## config.mk

```make
export PLATFORM = sky130hd
export DESIGN_NAME = multi_axis_position_tracker_flat
export DESIGN_NICKNAME = d
export VERILOG_FILES = /design/src/rtl/multi_axis_position_tracker_if.sv /design/src/rtl/multi_axis_position_tracker.sv /design/src/flat_wrapper.sv
export SDC_FILE = /design/constraint.sdc
export NUM_CORES = 1
export LEC_CHECK = 0
export ABC_AREA = 1
export CORE_MARGIN = 10
export CORE_UTILIZATION = 48
export CTS_CLUSTER_SIZE = 10
export DETAILED_ROUTE_END_ITERATION = 10
export PLACE_DENSITY = 0.85
export SYNTH_ARGS = -nofsm -noshare
export SYNTH_HDL_FRONTEND = slang
export SYNTH_SLANG_ARGS = --single-unit
```

## constraint.sdc

```tcl
create_clock -name clk -period 3.3 [get_ports clk]
set_clock_uncertainty 0.15 [all_clocks]
set_input_delay 0.66 -clock clk [delete_from_list [all_inputs] [get_ports clk]]
set_output_delay 0.66 -clock clk [all_outputs]
set_load 0.02 [all_outputs]
```

## src/rtl/multi_axis_position_tracker_if.sv

```systemverilog
// Bus bundle for the multi-axis step/dir position tracker: driver inputs,
// load/limit configuration and per-axis status outputs.
interface multi_axis_position_tracker_if #(
   parameter int NUM_AXES  = 5,
   parameter int POS_WIDTH = 32
);
   logic [NUM_AXES-1:0]           step;
   logic [NUM_AXES-1:0]           dir;
   logic [NUM_AXES-1:0]           enable;
   logic [NUM_AXES-1:0]           inversion;
   logic [NUM_AXES-1:0]           set_new;
   logic [NUM_AXES*POS_WIDTH-1:0] new_pos;
   logic [NUM_AXES*POS_WIDTH-1:0] soft_min;
   logic [NUM_AXES*POS_WIDTH-1:0] soft_max;
   logic [NUM_AXES-1:0]           limit_en;
   logic                          clear_flags;
   logic [NUM_AXES*POS_WIDTH-1:0] pos;
   logic [NUM_AXES-1:0]           moving;
   logic [NUM_AXES-1:0]           at_min;
   logic [NUM_AXES-1:0]           at_max;
   logic [NUM_AXES-1:0]           limit_hit;
   logic [NUM_AXES-1:0]           glitch;

   modport master (
      output step, dir, enable, inversion, set_new, new_pos,
             soft_min, soft_max, limit_en, clear_flags,
      input  pos, moving, at_min, at_max, limit_hit, glitch
   );

   modport slave (
      input  step, dir, enable, inversion, set_new, new_pos,
             soft_min, soft_max, limit_en, clear_flags,
      output pos, moving, at_min, at_max, limit_hit, glitch
   );
endinterface

```

## src/rtl/multi_axis_position_tracker.sv

```systemverilog
// Per-axis step/dir position tracker with pulse-width qualification,
// soft limits, saturation, sticky flags and a motion idle timer.
//
// state    | meaning
// IDLE     | step low (or axis disabled), waiting for a rising step
// HIGH_CNT | step high, counting synchronised high cycles toward MIN_PULSE
// COUNTED  | step committed, waiting for step to return low
module multi_axis_position_tracker #(
   parameter int NUM_AXES      = 5,
   parameter int POS_WIDTH     = 32,
   parameter int SYNC_STAGES   = 2,
   parameter int MIN_PULSE     = 2,
   parameter int EN_ACTIVE_LOW = 1,
   parameter int IDLE_TIMEOUT  = 1000
) (
   input logic                        clk,
   input logic                        reset,
   multi_axis_position_tracker_if.slave bus
);

   localparam int CW = (MIN_PULSE > 1) ? $clog2(MIN_PULSE + 1) : 1;
   localparam int IW = $clog2(IDLE_TIMEOUT + 1);
   localparam logic signed [POS_WIDTH-1:0] POS_MAX = {1'b0, {(POS_WIDTH-1){1'b1}}};
   localparam logic signed [POS_WIDTH-1:0] POS_MIN = {1'b1, {(POS_WIDTH-1){1'b0}}};

   typedef enum logic [1:0] {IDLE, HIGH_CNT, COUNTED} state_t;

   logic [NUM_AXES-1:0] step_q [SYNC_STAGES];
   logic [NUM_AXES-1:0] dir_q  [SYNC_STAGES];
   logic [NUM_AXES-1:0] en_q   [SYNC_STAGES];
   logic [NUM_AXES-1:0] step_s, dir_s, en_s, axis_en;

   state_t  state [NUM_AXES];
   state_t  nstate [NUM_AXES];
   logic [CW-1:0] cnt [NUM_AXES];
   logic [CW-1:0] ncnt [NUM_AXES];
   logic [NUM_AXES-1:0] commit, glitch_ev;

   logic signed [POS_WIDTH-1:0] pos_r   [NUM_AXES];
   logic signed [POS_WIDTH-1:0] pos_nxt [NUM_AXES];
   logic signed [POS_WIDTH-1:0] smin    [NUM_AXES];
   logic signed [POS_WIDTH-1:0] smax    [NUM_AXES];
   logic signed [POS_WIDTH-1:0] newp    [NUM_AXES];
   logic [NUM_AXES-1:0] up, blocked, lim_ev;

   logic [NUM_AXES-1:0] moving_r, lim_hit_r, glitch_r;
   logic [IW-1:0]       idle_cnt [NUM_AXES];

   always_ff @(posedge clk or negedge reset) begin
      if (!reset) begin
         for (int s = 0; s < SYNC_STAGES; s++) begin
            step_q[s] <= '0;
            dir_q[s]  <= '0;
            en_q[s]   <= '0;
         end
      end else begin
         step_q[0] <= bus.step;
         dir_q[0]  <= bus.dir;
         en_q[0]   <= bus.enable;
         for (int s = 1; s < SYNC_STAGES; s++) begin
            step_q[s] <= step_q[s-1];
            dir_q[s]  <= dir_q[s-1];
            en_q[s]   <= en_q[s-1];
         end
      end
   end

   assign step_s  = step_q[SYNC_STAGES-1];
   assign dir_s   = dir_q[SYNC_STAGES-1];
   assign en_s    = en_q[SYNC_STAGES-1];
   assign axis_en = (EN_ACTIVE_LOW != 0) ? ~en_s : en_s;

   for (genvar g = 0; g < NUM_AXES; g++) begin : g_slice
      assign smin[g] = bus.soft_min[g*POS_WIDTH +: POS_WIDTH];
      assign smax[g] = bus.soft_max[g*POS_WIDTH +: POS_WIDTH];
      assign newp[g] = bus.new_pos[g*POS_WIDTH +: POS_WIDTH];
   end

   always_ff @(posedge clk or negedge reset) begin
      if (!reset) begin
         for (int i = 0; i < NUM_AXES; i++) begin
            state[i] <= IDLE;
            cnt[i]   <= '0;
         end
      end else begin
         state <= nstate;
         cnt   <= ncnt;
      end
   end

   always_comb begin
      commit    = '0;
      glitch_ev = '0;
      for (int i = 0; i < NUM_AXES; i++) begin
         nstate[i] = state[i];
         ncnt[i]   = cnt[i];
         if (!axis_en[i]) begin
            nstate[i] = IDLE;
            ncnt[i]   = '0;
         end else begin
            case (state[i])
               IDLE: if (step_s[i]) begin
                  if (MIN_PULSE == 1) begin
                     commit[i] = 1'b1;
                     nstate[i] = COUNTED;
                  end else begin
                     nstate[i] = HIGH_CNT;
                     ncnt[i]   = CW'(1);
                  end
               end
               HIGH_CNT: if (step_s[i]) begin
                  if (cnt[i] == CW'(MIN_PULSE - 1)) begin
                     commit[i] = 1'b1;
                     nstate[i] = COUNTED;
                     ncnt[i]   = '0;
                  end else begin
                     ncnt[i] = cnt[i] + CW'(1);
                  end
               end else begin
                  glitch_ev[i] = 1'b1;
                  nstate[i]    = IDLE;
                  ncnt[i]      = '0;
               end
               COUNTED: if (!step_s[i]) nstate[i] = IDLE;
               default: nstate[i] = IDLE;
            endcase
         end
      end
   end

   // A load always beats a coincident commit; the step is simply lost.
   always_comb begin
      up      = '0;
      blocked = '0;
      lim_ev  = '0;
      for (int i = 0; i < NUM_AXES; i++) begin
         pos_nxt[i] = pos_r[i];
         up[i]      = dir_s[i] ^ bus.inversion[i];
         if (bus.limit_en[i])
            blocked[i] = up[i] ? (pos_r[i] >= smax[i]) : (pos_r[i] <= smin[i]);
         else
            blocked[i] = up[i] ? (pos_r[i] == POS_MAX) : (pos_r[i] == POS_MIN);
         if (bus.set_new[i]) begin
            pos_nxt[i] = newp[i];
         end else if (commit[i]) begin
            if (blocked[i]) lim_ev[i] = 1'b1;
            else if (up[i]) pos_nxt[i] = pos_r[i] + POS_WIDTH'(1);
            else            pos_nxt[i] = pos_r[i] - POS_WIDTH'(1);
         end
      end
   end

   always_ff @(posedge clk or negedge reset) begin
      if (!reset) begin
         for (int i = 0; i < NUM_AXES; i++) begin
            pos_r[i]    <= '0;
            idle_cnt[i] <= '0;
         end
         moving_r  <= '0;
         lim_hit_r <= '0;
         glitch_r  <= '0;
      end else begin
         pos_r     <= pos_nxt;
         lim_hit_r <= lim_ev | (lim_hit_r & ~{NUM_AXES{bus.clear_flags}});
         glitch_r  <= glitch_ev | (glitch_r & ~{NUM_AXES{bus.clear_flags}});
         for (int i = 0; i < NUM_AXES; i++) begin
            if (commit[i] && !bus.set_new[i]) begin
               moving_r[i] <= 1'b1;
               idle_cnt[i] <= IW'(IDLE_TIMEOUT);
            end else if (moving_r[i]) begin
               if (idle_cnt[i] == IW'(1)) begin
                  moving_r[i] <= 1'b0;
                  idle_cnt[i] <= '0;
               end else begin
                  idle_cnt[i] <= idle_cnt[i] - IW'(1);
               end
            end
         end
      end
   end

   always_comb begin
      bus.pos    = '0;
      bus.at_min = '0;
      bus.at_max = '0;
      for (int i = 0; i < NUM_AXES; i++) begin
         bus.pos[i*POS_WIDTH +: POS_WIDTH] = pos_r[i];
         bus.at_min[i] = bus.limit_en[i] && (pos_r[i] == smin[i]);
         bus.at_max[i] = bus.limit_en[i] && (pos_r[i] == smax[i]);
      end
   end

   assign bus.moving    = moving_r;
   assign bus.limit_hit = lim_hit_r;
   assign bus.glitch    = glitch_r;

endmodule
```

## src/flat_wrapper.sv

```systemverilog
// flat-port wrapper written by rule: the top's interface ports become plain ports
module multi_axis_position_tracker_flat 
#(
   parameter int NUM_AXES      = 5,
   parameter int POS_WIDTH     = 32,
   parameter int SYNC_STAGES   = 2,
   parameter int MIN_PULSE     = 2,
   parameter int EN_ACTIVE_LOW = 1,
   parameter int IDLE_TIMEOUT  = 1000
)
  (clk, reset, bus_step, bus_dir, bus_enable, bus_inversion, bus_set_new, bus_new_pos, bus_soft_min, bus_soft_max, bus_limit_en, bus_clear_flags, bus_pos, bus_moving, bus_at_min, bus_at_max, bus_limit_hit, bus_glitch);
  multi_axis_position_tracker_if #(.NUM_AXES(NUM_AXES), .POS_WIDTH(POS_WIDTH)) bus_i ();
  input logic clk;
  input logic reset;
  input wire logic [$bits(bus_i.step)-1:0] bus_step;
  input wire logic [$bits(bus_i.dir)-1:0] bus_dir;
  input wire logic [$bits(bus_i.enable)-1:0] bus_enable;
  input wire logic [$bits(bus_i.inversion)-1:0] bus_inversion;
  input wire logic [$bits(bus_i.set_new)-1:0] bus_set_new;
  input wire logic [$bits(bus_i.new_pos)-1:0] bus_new_pos;
  input wire logic [$bits(bus_i.soft_min)-1:0] bus_soft_min;
  input wire logic [$bits(bus_i.soft_max)-1:0] bus_soft_max;
  input wire logic [$bits(bus_i.limit_en)-1:0] bus_limit_en;
  input wire logic [$bits(bus_i.clear_flags)-1:0] bus_clear_flags;
  output wire logic [$bits(bus_i.pos)-1:0] bus_pos;
  output wire logic [$bits(bus_i.moving)-1:0] bus_moving;
  output wire logic [$bits(bus_i.at_min)-1:0] bus_at_min;
  output wire logic [$bits(bus_i.at_max)-1:0] bus_at_max;
  output wire logic [$bits(bus_i.limit_hit)-1:0] bus_limit_hit;
  output wire logic [$bits(bus_i.glitch)-1:0] bus_glitch;
  assign bus_i.step = bus_step;
  assign bus_i.dir = bus_dir;
  assign bus_i.enable = bus_enable;
  assign bus_i.inversion = bus_inversion;
  assign bus_i.set_new = bus_set_new;
  assign bus_i.new_pos = bus_new_pos;
  assign bus_i.soft_min = bus_soft_min;
  assign bus_i.soft_max = bus_soft_max;
  assign bus_i.limit_en = bus_limit_en;
  assign bus_i.clear_flags = bus_clear_flags;
  assign bus_pos = bus_i.pos;
  assign bus_moving = bus_i.moving;
  assign bus_at_min = bus_i.at_min;
  assign bus_at_max = bus_i.at_max;
  assign bus_limit_hit = bus_i.limit_hit;
  assign bus_glitch = bus_i.glitch;
  multi_axis_position_tracker #(.NUM_AXES(NUM_AXES), .POS_WIDTH(POS_WIDTH), .SYNC_STAGES(SYNC_STAGES), .MIN_PULSE(MIN_PULSE), .EN_ACTIVE_LOW(EN_ACTIVE_LOW), .IDLE_TIMEOUT(IDLE_TIMEOUT)) u_core (.clk(clk), .reset(reset), .bus(bus_i));
endmodule
```

[Word-level counts from Yosys, hierarchy flattened]
Index checks and enable logic that the tools add are counted.
Word-level totals
  input bits: 513
  output and inout port bits: 185
  logic and storage cells: 350
  bits in latches: 0
  memories: 0
  register bits: 275
  bits in writable memories: 0
  bits in read-only memories: 0
Operators by class
  reduce and logical (&&, ||, !) cells: 50
  multipliers: 0
  order comparisons: 10
  equality and inequality tests: 65
  bitwise gates (word level): 11
  muxes and demuxes: 165
  divide/modulo/power cells: 0
  add/subtract/negate cells: 20
  shift operators: 0
Operators with widths (number)
  $mux W32: 20
  $eq A32 B32 Y1: 10
  $eq A32 B32 Y1 const B: 10
  $add A32 B2 Y32 const B: 5
  $ge A32 B32 Y1: 5
  $le A32 B32 Y1: 5
  $sub A32 B2 Y32 const B: 5
  $mux W10: 15
  $mux W1: 80
  $mux W2: 40
  $eq A10 B1 Y1 const B: 5
  $sub A10 B1 Y10 const B: 5
  $ne A3 B3 Y1 const B: 10
  $pmux W2 S3: 5
  $eq A2 B1 Y1 const B: 10
  $ne A4 B4 Y1 const B: 5
  $pmux W2 S2: 5
  $reduce_and A2 Y1: 10
  $reduce_bool A2 Y1: 10
  $logic_and A1 B1 Y1: 15
  $ne A3 B2 Y1 const B: 5
  $reduce_and A3 Y1: 5
  $add A2 B1 Y2 const B: 5
  $and A5 B5 Y5: 2
  other kinds (7): 29

[Longest topological paths before layout]
  depth in word-level cells: 8
  mapped depth: 21
  depth with buffers taken out: 20

[Worst setup path after synthesis]
OpenSTA, ideal clock, no wires.
  kind: input to register
  start point: in bus_inversion[3]
  end point: reg u_core.pos_r (netlist bit u_core.bus.pos[126])
  required time: 3.033 ns
  buffers on the path: 0
  arrival time: 3.283 ns
  cell stages on the path: 14
  slack: -0.250 ns
  library setup time: 0.117 ns
  cell sequence: xnor2_2 > inv_1 > fa_1 > nand3b_1 > nand3_1 > a21boi_1 > o21ai_0 > nand3_1 > nand2_1 > nand2_1 > nand3_1 > nand2_1 > nand2_1 > nand2_1
On the way
  longest elaborated chain between the ends: 5
  elaborated cells on any way between the ends: 10
  classes of those cells: eq/ne (1); mux (7); bitwise (1); reduce/logical (1)
Ends and longest elaborated chain
  start: declaration: RTL line flat_wrapper.sv:18  | input wire logic [$bits(bus_i.inversion)-1:0] bus_inversion;
  $xor A1 B1 Y1 (*): RTL line multi_axis_position_tracker.sv:138  | up[i] = dir_s[i] ^ bus.inversion[i];
  $mux W1, or another cell as far along: RTL line multi_axis_position_tracker.sv:142  | blocked[i] = up[i] ? (pos_r[i] == POS_MAX) : (pos_r[i] == POS_MIN);
  $mux W1 or $mux W32 (tied branches): RTL line multi_axis_position_tracker.sv:139, multi_axis_position_tracker.sv:146
  $ne A2 B2 Y1 (no line) or $mux W32 (tied branches)
  $reduce_and A2 Y1 (no line) or $mux W32 (tied branches)
  end signal: assignment: RTL line multi_axis_position_tracker.sv:163  | pos_r <= pos_nxt;
  end: declaration: RTL line multi_axis_position_tracker.sv:39  | logic signed [POS_WIDTH-1:0] pos_r [NUM_AXES];
Every way passes the cells marked *; elsewhere a longest branch is shown, timed or not. The select of a mux whose other input is x is not followed.
A chain may end at the register's enable or synchronous reset.

[Worst setup path in the final report]
  start point: reg u_core.pos_r (netlist bit u_core.bus.pos[23])
  end point: out bus_at_max[0]
On the way
  longest elaborated chain between the ends: 2
Ends and longest elaborated chain
  $eq A32 B32 Y1: RTL line multi_axis_position_tracker.sv:189  | bus.at_max[i] = bus.limit_en[i] && (pos_r[i] == smax[i]);
  $logic_and A1 B1 Y1: RTL line multi_axis_position_tracker.sv:189
  end: declaration: RTL line flat_wrapper.sv:28  | output wire logic [$bits(bus_i.at_max)-1:0] bus_at_max;
No other way between the ends.

==> flow_metrics.py <==
metrics = {
    "pwr": {
        "seq_power_share_pct": 19.7,
        "irDropWorstVdd_uv": 460,
        "power_mw": 26.8,
        "leakage_nw": 25.7,
        "combPwrFrac_pct": 64.6,
        "clockPowerShare_pct": 15.7,
        "p_per_area_nw_per_um2": 551,
        "switching_power_mw": 11.9,
        "p_int_mw": 14.9,
        "p_sw_share_pct": 44.4,
    },
    "route": {
        "drc": 0,
        "met3_length_um": 12100,
        "detail_route.wl_per_cell_um": 19.5,
        "wl_met2_um": 65400,
        "dr.max_layer_used": "met5",
        "wl_met1_um": 54800,
        "drt_iter0_markers": 3346,
        "vias": 40500,
        "ant_nets": 0,
        "first_pass_iters": 6,
        "vias_per_cell": 5.58,
        "wl_um": 142000,
    },
    "global_route": {
        "antenna_found_initial": 16,
        "track_usage_pct": 33.8,
        "grt_pass1_vias": 39400,
        "grt_overflow": 0,
        "grt_pass1_wl_um": 212000,
        "grt_max_degree": 62,
    },
    "min_path": {
        "hold_class": "reg -> reg",
    },
    "critical_path": {
        "end_kind": "output pin",
        "crit_type": "reg -> out",
        "path_max_fanout": 3,
        "crit_arrival_ns": 2.68,
        "worstPathRequired_ns": 2.49,
        "startpoint_type": "flop",
    },
    "floorplan": {
        "std_cell_rows": 94,
        "die_y_um": 279,
        "fp.coreArea_sq_um": 66100,
        "die_w_um": 279,
        "fp.dieArea_sq_um": 77700,
        "io_pins": 698,
        "start_util_pct": 48.6,
    },
    "clocking": {
        "clk_pin_slew_worst_paths_ns": 0.06,
        "clock_sinks": 275,
        "cts-root-buf": "clkbuf_16",
        "cts_buffers": 38,
        "cts_buffer_depth": 3,
        "cts_tree": "yes",
        "cts_max_level": 2,
        "clk_latency_ns": 0.58,
    },
    "yosys": {
        "synth_edf_count": 0,
        "synth_nets": 5911,
        "ys_seq_area_share_pct": 21.4,
        "synth_cell_type_count": 61,
        "syn_avg_cell_area_sq_um": 6.54,
        "synthesis.area_sq_um": 32100,
        "ys_warn_count": 0,
        "async_flop_share_pct": 100,
        "synth_ff_type": "dfrtp_1",
        "ys_ff_latch": 275,
        "synthCells": 4913,
    },
    "final_layout": {
        "drive_above_1_share_pct": 18.0,
        "area_growth_pct": 51.2,
        "final_net_count": 7360,
    },
    "timing": {
        "tightest_slew_ns": 0.896,
        "maxSlewHeadroom_pct": 40.2,
        "rsz0062_at_grt": "yes",
        "finalCritPeriodShare_pct": 106,
        "period_needed_ns": 3.49,
        "slew_viol_final": 0,
        "postLayoutSetupSlackWorst_ns": -0.185,
        "hold_viol_final": 0,
        "final.setup.tns_ns": -0.611,
        "final-setup-viol-count": 6,
        "fmax_mhz": 287,
    },
    "run_status": {
        "outcome": "finished with violations",
        "violations": "setup timing",
    },
    "place": {
        "portBuffers": 697,
        "dp_hpwl_um": 112000,
        "preCtsSetupSlack_ns": -0.996,
        "gp_congestion": 1.01,
    },
    "job": {
        "cap_violations": 0,
    },
}
==> registers in the layout (all words and copies together), names as in the netlist <==
signal	flops
u_core.bus.glitch	5
u_core.bus.limit_hit	5
u_core.bus.moving	5
u_core.bus.pos	160
u_core.cnt	10
u_core.dir_q	5
u_core.dir_s	5
u_core.en_q	5
u_core.en_s	5
u_core.idle_cnt	50
u_core.state	10
u_core.step_q	5
u_core.step_s	5
==> cell usage after synthesis, types with 45 or more instances <==
cell type	number	area (sq um)
nand2_1	1312	4920
inv_1	769	2890
nand3_1	511	2560
ha_1	480	6010
nor2_1	348	1310
a21oi_1	334	1670
dfrtp_1	275	6880
o21ai_0	239	1200
nand4_1	66	413
xnor2_1	61	534
xor2_1	55	482
nor3_1	49	245
clkbuf_1	45	169
==> layout by cell type (no fill, tap or decap), types with 55 or more instances in the layout <==
master and n:
ha_1 417, xnor2_1 61, dfrtp_1 260, o21ai_0 234, inv_1 719, buf_4 773, xor2_1 55, nand4_1 66
nand2_1 1283, nor2_1 314, clkdlybuf4s50_1 633, nand3_1 507, a21oi_1 329, ha_4 59
==> cells by family after synthesis <==
kind of cell	after synthesis	synth area share [%]
AOI/OAI and AO/OA	778	13.6
xor gates and xnor gates	117	3.21
adders and majority gates	485	19.0
buffers and inverters	871	10.8
DFF	275	21.4
and+or+nand+nor	2387	31.9
==> stage by stage <==
step	cells	utilization (%)	instance area (sq um)	hold slack, ns
finish	7265	73.5	48600	0.196
global route	7258	73.4	48500	0.199
CTS	7230	72.0	47600	0.197
detailed placement	7145	69.0	45600	0.185
global placement	7145	69.0	45600	0.182
floorplan	4913	-	32100	0.181
==> layer usage <==
layer / vias to the layer above / track usage, %
met2: 2121 / 57.7
met5: - / 0
met3: 563 / 6.65
li1: 19100 / -
met1: 18700 / 39.9
met4: 6 / 17.1
==> power groups by stage <==
| stage | Combinational (mW) | Sequential (mW) | Clock, mW |
|---|---|---|---|
| 6_report | 17.3 | 5.28 | 4.20 |
| 4_1_cts | 16.6 | 5.17 | 4.22 |
| 3_3_place_gp | 15.7 | 5.16 | 0 |
| 3_5_place_dp | 16.2 | 5.17 | 0 |
| 2_1_floorplan | 7.72 | 5.54 | 0 |
| 5_1_grt | 18.9 | 5.33 | 4.35 |
==> worst max-delay path: stages, from the launching register on <==
cell      delay [ns]
dfrtp_2         0.49
ha_4            0.31
nand2_4         0.05
nor2_4          0.11
nand3b_1        0.13
buf_6           0.17
nor3b_4         0.25
buf_4           0.16
and2_4          0.15
inv_2           0.04
nor2_4          0.11
buf_6           0.13
==> layout make-up <==
cell class,count,area (sq um)
well taps,864,1080
diodes,15,37.5
repair buffers,1505,13400
inverters,775,2910
fillers,4972,17500
clock inverters,12,160
clock buffers,52,1060
multi-input cells,3767,23000
flip-flops and latches,275,6900
==> what timing repair did <==
item,4_1_cts,5_1_grt
hold endpoints to repair,49,0
setup endpoints to repair,9,109
gates resized for setup,206,179
cloned,0,1
setup buffers,20,19
pin swaps,63,83
hold buffers,1,0
==> worst paths after layout <==
check / end / depth (start not counted) / slack (ns) / from
min: u_core.en_s[3] / 0 / 0.20 / u_core.en_q[8]
min in group asynchronous: u_core.idle_cnt[43] / 2 / 0.45 / reset
max: bus_at_max[0] / 11 / -0.19 / u_core.bus.pos[23]
min reg2reg: u_core.en_s[3] / 0 / 0.20 / u_core.en_q[8]
max reg2reg: u_core.bus.pos[158] / 14 / 0.20 / u_core.dir_s[4]
max in group asynchronous: u_core.bus.pos[96] / 3 / 1.69 / reset
Note: power is estimated with default switching activity, not from simulation.
